[config.mk]
export PLATFORM = sky130hd
export DESIGN_NAME = pipe_stage_reg
export DESIGN_NICKNAME = d
export VERILOG_FILES = /design/src/rtl/pipe_stage_reg.sv
export SDC_FILE = /design/constraint.sdc
export NUM_CORES = 1
export LEC_CHECK = 0
export ABC_AREA = 1
export BUFFER_PORTS_ARGS = -buffer_cell sky130_fd_sc_hd__buf_2
export CAP_MARGIN = 20
export CORE_AREA = 2 2 105 107
export CTS_CLUSTER_SIZE = 30
export DETAILED_ROUTE_END_ITERATION = 16
export DIE_AREA = 0 0 107 109
export HOLD_SLACK_MARGIN = 0.02
export PLACE_DENSITY_LB_ADDON = 0.12
export RECOVER_POWER = 100
export SYNTH_ARGS = -nofsm -noshare
export SYNTH_HDL_FRONTEND = slang
export SYNTH_SLANG_ARGS = --single-unit
export TNS_END_PERCENT = 5
[constraint.sdc]
create_clock -name clk -period 3.3 [get_ports clk]
set_input_delay 0.99 -clock clk [delete_from_list [all_inputs] [get_ports clk]]
set_output_delay 0.99 -clock clk [all_outputs]
set_load 0.01 [all_outputs]
[src/rtl/pipe_stage_reg.sv]
// Parametrised inter-stage pipeline register with valid bit, flush PC policy
// and saturating stall/bubble performance counters.
module pipe_stage_reg #(
  parameter int unsigned     DATA_W        = 32,
  parameter int unsigned     PC_W          = 32,
  parameter logic [PC_W-1:0] PC_RESET      = 32'h0000_3000,
  parameter int unsigned     EXC_W         = 5,
  parameter bit              FLUSH_KEEP_PC = 1'b1,
  parameter int unsigned     CNT_W         = 16
) (
  input  logic              clk,
  input  logic              reset,
  input  logic              in_valid,
  input  logic [PC_W-1:0]   in_pc,
  input  logic [DATA_W-1:0] in_instr,
  input  logic [EXC_W-1:0]  in_exc,
  input  logic              in_bd,
  input  logic              stall,
  input  logic              flush,
  input  logic              clr_cnt,
  output logic              out_valid,
  output logic [PC_W-1:0]   out_pc,
  output logic [DATA_W-1:0] out_instr,
  output logic [EXC_W-1:0]  out_exc,
  output logic              out_bd,
  output logic [CNT_W-1:0]  stall_cnt,
  output logic [CNT_W-1:0]  bubble_cnt
);

  typedef enum logic [1:0] {
    ACT_RESET,
    ACT_FLUSH,
    ACT_STALL,
    ACT_LOAD
  } action_e;

  localparam logic [CNT_W-1:0] CNT_MAX = '1;

  action_e action;
  logic    count_stall;
  logic    count_bubble;

  // Resolve the per-edge priority once: reset > flush > stall > load.
  always_comb begin
    // NOTE: default assignment first so every path writes action and no latch is inferred.
    action = ACT_LOAD;
    if (reset)      action = ACT_RESET;
    else if (flush) action = ACT_FLUSH;
    else if (stall) action = ACT_STALL;
  end

  assign count_stall  = (action == ACT_STALL);
  assign count_bubble = (action == ACT_FLUSH) || ((action == ACT_LOAD) && !in_valid);

  // NOTE: sequential state uses non-blocking assignments so all registers update together at the edge.
  always_ff @(posedge clk) begin
    unique case (action)
      ACT_RESET: begin
        out_valid <= 1'b0;
        out_pc    <= PC_RESET;
        out_instr <= '0;
        out_exc   <= '0;
        out_bd    <= 1'b0;
      end
      ACT_FLUSH: begin
        out_valid <= 1'b0;
        out_instr <= '0;
        out_exc   <= '0;
        out_bd    <= 1'b0;
        if (!FLUSH_KEEP_PC) out_pc <= in_pc;
      end
      ACT_STALL: begin
        out_valid <= out_valid;
      end
      ACT_LOAD: begin
        out_valid <= in_valid;
        out_pc    <= in_pc;
        // A slot without a real instruction becomes a clean nop.
        out_instr <= in_valid ? in_instr : '0;
        out_exc   <= in_valid ? in_exc : '0;
        out_bd    <= in_valid & in_bd;
      end
      default: begin
        out_valid <= 1'b0;
      end
    endcase
  end

  // Counters: clear beats a same-edge increment, reset beats clear.
  always_ff @(posedge clk) begin
    if (reset || clr_cnt) begin
      stall_cnt  <= '0;
      bubble_cnt <= '0;
    end else begin
      if (count_stall && (stall_cnt != CNT_MAX))
        stall_cnt <= stall_cnt + CNT_W'(1);
      if (count_bubble && (bubble_cnt != CNT_MAX))
        bubble_cnt <= bubble_cnt + CNT_W'(1);
    end
  end

endmodule

==> results of run 1 <==
## registers in the layout, summed over array words and instances (netlist names)
| register | flops |
|---|---|
| out_instr | 32 |
| out_pc | 32 |
| bubble_cnt | 16 |
| stall_cnt | 16 |
| out_exc | 5 |
| out_bd | 1 |
| out_valid | 1 |
## power groups by stage
stage	combinational [mW]	clock (mW)	sequential (mW)
global route	0.280	0.932	1.51
finish	0.252	0.860	1.50
detailed placement	0.282	0	1.53
floorplan	0.0715	0	1.58
global placement	0.279	0	1.53
CTS	0.283	0.888	1.50
## area by class of cell
class	count	area [µm²]
antenna	1	2.502
clock buffer	9	123.9
clock inverter	7	93.84
fill	1070	4906
inverter	98	367.9
multi-input combinational	306	1371
sequential	103	2773
tap	140	175.2
timing repair buffer	183	789.5
## stage by stage
stage	power (mW)	cell area [µm²]	instances	utilization, %
after floorplan	1.654	4606	518	-
after global placement	1.805	5658	830	53.36
after detailed placement	1.812	5658	830	53.36
after CTS	2.670	5876	846	55.42
after global routing	2.723	5694	846	53.71
final	2.614	5697	847	53.73
## tightest hold or removal path, cell delays in order, from the launching register on
cell and delay, ns:
dfxtp_1 0.36, nand2_1 0.08, a21oi_1 0.05
## logic make-up after synthesis
kind of cell             synth area share, %
adder cells (fa/ha/maj)                1.087
buffers and inverters                  9.101
AND/OR/NAND/NOR                        26.70
AO/OA/AOI/OAI                          2.717
flip-flops                             60.20
XOR/XNOR                              0.1902
## path summary, 6_finish.rpt
| kind | start | endpoint | depth (start not counted) |
|---|---|---|---|
| worst max-delay path | reset | out_pc[7] | 6 |
| worst min register to register | bubble_cnt[12] | bubble_cnt[12] | 2 |
| worst min-delay path | bubble_cnt[12] | bubble_cnt[12] | 2 |
| worst max register to register | stall_cnt[0] | stall_cnt[14] | 9 |
## cells in the mapped netlist (3+ instances only)
master / number / area, µm²
dfxtp_1: 32 / 640.6
nor2_4: 7 / 78.83
nor3_1: 8 / 40.04
a21oi_1: 16 / 80.08
nand2_2: 6 / 37.54
ha_1: 4 / 50.05
nand3_1: 22 / 110.1
buf_2: 5 / 25.02
nor2_1: 99 / 371.6
edfxtp_1: 71 / 2132
nand2_1: 114 / 427.9
inv_1: 98 / 367.9
nor2_2: 8 / 50.05
nand4_1: 5 / 31.28
o21ai_0: 3 / 15.01
clkbuf_1: 5 / 18.77
## per-layer routing
metal,vias up,wire length (µm),GRT usage (%)
li1,1972,-,-
met1,1779,4709,23.25
met2,123,5274,32.12
met3,16,642,2.869
met4,0,213,8.256
met5,-,0,0
==> impl_metrics.ini, run 1 <==
[yosys]
netlist_area_mm2 = 0.004606
synth_area_per_cell_um2 = 8.891
synthCells = 518
synth_nets = 598
async_flop_share_pct = 0
ys_ff_latch = 103
synthFlopType = edfxtp_1
synth_warnings = 0
seq_area_frac_synth_pct = 60.20
yosysUniqueCellTypes = 26
synth_edf_count = 71

[drt]
ant_nets = 0
first_pass_iters = 4
num_vias = 3890
wl_per_cell_um = 12.80
vias_per_cell = 4.593
drt-total-wl_um = 10840
drt-initial-drc-count = 149
drc = 0

[finish]
drive_gt1_share_pct = 15.01
layout_common_cells = 116 x nand2_1, 108 x nor2_1, 105 x clkbuf_1, 97 x inv_1, 74 x buf_2
nets = 781
synthToLayoutAreaGrowth_pct = 23.69
final_common_cell = nand2_1

[clock_tree]
cts_hold_buf = 0
clk_pin_slew_ns = 0.09
cts_root_buf = clkbuf_8
cts_repair_resize_count = 0
cts_buffer_depth = 2
worst_skew_pair.late_latency_ns = 0.36
cts_tree = built
htreeDepth = 3
clock_sinks = 103
cts_setup_buffers = 0
cts_buffers = 9

[critical_path]
crit_path_top_delay_cell = clkbuf_1
critPathKind = in -> reg
worstPathArrival_ns = 2.77
endpoint_kind = flip-flop
cp_data_required_time_ns = 3.53
rrSetupSlack_ns = 1.59
cp_num_buf_inv = 3
start_kind = input port
worstPathMaxFanout = 32
cp_cell_sequence = clkbuf_1, o21ai_0, ha_1, clkbuf_1, nand2_1, inv_1
cp_common_cell = clkbuf_1
max_stage_delay_ns = 0.96
cp_top_family = buffers and inverters

[floorplan]
die_x_um = 107
start_util_pct = 43.44
fp.dieH_um = 109
core-area_mm2 = 0.01060
io_pins = 179
rows = 38
fp.dieArea_mm2 = 0.01166

[power]
clock_power_share_pct = 32.9
power_leakage_nw = 2.663
p_comb_share_pct = 9.6
p_int_mw = 1.989
p_per_area_mw_per_mm2 = 458.9
pwr-share-seq_pct = 57.5
switching_share_pct = 23.90
p_sw_mw = 0.6247
vdd_drop_max_mv = 0.2012

[global_route]
grt_usage_pct = 18.62
grt_pass1_wl_um = 16880
antenna_found_initial = 0
grt_pass1_vias = 3593
grt_max_degree = 43
grt_overflow = 0

[flow_run]
maxCapViolations = 0

[timing]
fin_worst_skew_ns = 0.008867
setup_viol = 0
fin_hold_ws_ns = 0.5348
finalCriticalPeriod_ns = 2.543
slew_headroom_pct = 13.74
hold_violations = 0
setup_ws_ns = 0.7572
fmax_ghz = 0.3933
period_share_pct = 77.06
tightest_slew_ns = 1.294
slew_violations = 0
finalSetupTns_ns = 0
rsz0062_at_grt = no

[place]
place_congestion = 0.7796
detailed_place_hpwl_um = 8077
io_buffer_count = 178
dp_slack_ns = 0.6023

[min_path]
hp-class = reg -> reg

[run_status]
outcome = finished clean
(Power assumes the default switching activity.)
==> run 2, diff against run 1 <==
Clock period 3.3 ns to 2.5 ns, I/O delays scaled along.
==> run 2 against run 1 <==
Against the previous run: final area rose by 0.92%; register-to-register slack got worse by 0.76 ns; first-iteration DRC count rose by 17%; final cell count fell by 0.24%; die area did not move; sequential cell count did not move; clock skew fell by 0.0013 ns; combinational power rose by 37%; largest cell class unchanged; largest power group unchanged.
==> impl_metrics.ini, run 2 (synthesized netlist as in run 1, its figures left out) <==
[drt]
wl_per_cell_um = 12.60
ant_nets = 0
first_pass_iters = 4
drt-initial-drc-count = 174
drt-total-wl_um = 10650
vias_per_cell = 4.516
num_vias = 3816
drc = 0

[clock_tree]
clk_pin_slew_ns = 0.10
worst_skew_pair.late_latency_ns = 0.37
cts_repair_resize_count = 0
cts_root_buf = clkbuf_8
cts_buffer_depth = 2
cts_hold_buf = 0
cts_setup_buffers = 0
cts_buffers = 9
clock_sinks = 103
cts_tree = built
htreeDepth = 3

[global_route]
grt_pass1_wl_um = 16210
grt_pass1_vias = 3466
antenna_found_initial = 0
grt_usage_pct = 17.72
grt_overflow = 0
grt_max_degree = 40

[floorplan]
rows = 38
die_x_um = 107
start_util_pct = 43.44
core-area_mm2 = 0.01060
fp.dieArea_mm2 = 0.01166
fp.dieH_um = 109
io_pins = 179

[power]
pwr-share-seq_pct = 58.7
clock_power_share_pct = 31.1
switching_share_pct = 24.99
vdd_drop_max_mv = 0.2591
p_comb_share_pct = 10.2
p_sw_mw = 0.8440
p_per_area_mw_per_mm2 = 587.4
p_int_mw = 2.533
power_leakage_nw = 2.661

[critical_path]
endpoint_kind = flip-flop
cp_num_buf_inv = 4
cp_data_required_time_ns = 2.77
crit_path_top_delay_cell = clkbuf_1
cp_top_family = simple AND/OR/NAND/NOR gates
max_stage_delay_ns = 0.25
worstPathMaxFanout = 6
cp_cell_sequence = clkbuf_1, inv_6, nand2_4, o21ai_0, clkinv_1, ha_4, clkinvlp_4, nor2_4, nand2_1, nor2_1, nand3_1, nand2_1, nor2_1
critPathKind = in -> reg
start_kind = input port
worstPathArrival_ns = 2.31

[timing]
fin_worst_skew_ns = 0.007538
rsz0062_at_grt = no
period_share_pct = 81.41
finalSetupTns_ns = 0
hold_violations = 0
slew_violations = 0
setup_ws_ns = 0.4648
tightest_slew_ns = 0.6008
slew_headroom_pct = 59.95
finalCriticalPeriod_ns = 2.035
fmax_ghz = 0.4913
setup_viol = 0

[finish]
diodes = 0
drive_gt1_share_pct = 16.60
final_common_cell = nand2_1
fin_area_mm2 = 0.005749
reg_top3 = out_instr: 32 flops, out_pc: 32 flops
nets = 780
synthToLayoutAreaGrowth_pct = 24.83
layout_common_cells = 113 x nand2_1, 104 x nor2_1, 104 x clkbuf_1, 95 x inv_1, 74 x buf_2

[place]
dp_slack_ns = 0.2592
place_congestion = 0.8102
place_area_mm2 = 0.005728
detailed_place_hpwl_um = 7790
io_buffer_count = 178

[run_status]
outcome = finished clean

[min_path]
hp-class = reg -> reg

[flow_run]
maxCapViolations = 0
[run 2: per-stage QoR]
stage,std cells,util [%],hold slack (ns),power (mW)
global placement,829,54.02,0.5178,2.395
detailed placement,829,54.02,0.5175,2.401
global route,845,54.22,0.5681,3.510
CTS,845,55.86,0.5314,3.446
floorplan,518,-,0.5211,2.190
finish,845,54.22,0.5303,3.377
[run 2: layer usage]
| layer | track usage, % | routed length [µm] |
|---|---|---|
| met5 | 0 | 0 |
| met2 | 29.03 | 4870 |
| met3 | 3.168 | 659 |
| met1 | 23.22 | 4932 |
| met4 | 7.699 | 185 |
[run 2: final cells by class]
class | instances | area, µm²
Multi-Input combinational cell | 306 | 1416
Clock buffer | 9 | 123.9
Tap cell | 140 | 175.2
Inverter | 98 | 376.6
Timing Repair Buffer | 182 | 813.3
Clock inverter | 7 | 71.32
Sequential cell | 103 | 2773
Fill cell | 1056 | 4853
[run 2: path summary, 6_finish.rpt]
check | cells past startpoint | slack (ns) | startpoint | end
worst max register to register | 9 | 0.83 | stall_cnt[0] | stall_cnt[14]
worst max-delay path | 13 | 0.46 | reset | stall_cnt[9]
worst min register to register | 2 | 0.53 | bubble_cnt[12] | bubble_cnt[12]
worst min-delay path | 2 | 0.53 | bubble_cnt[12] | bubble_cnt[12]
[run 2: worst min-delay path, stage by stage, from the launching register on]
cell	delay (ns)
dfxtp_1	0.36
nand2_1	0.08
a21oi_1	0.05
[run 2: power by group through the flow]
stage | logic (mW) | registers, mW | clock network [mW]
finish | 0.344 | 1.98 | 1.05
global route | 0.381 | 1.99 | 1.13
CTS | 0.383 | 1.98 | 1.08
detailed placement | 0.381 | 2.02 | 0
global placement | 0.379 | 2.02 | 0
floorplan | 0.104 | 2.09 | 0
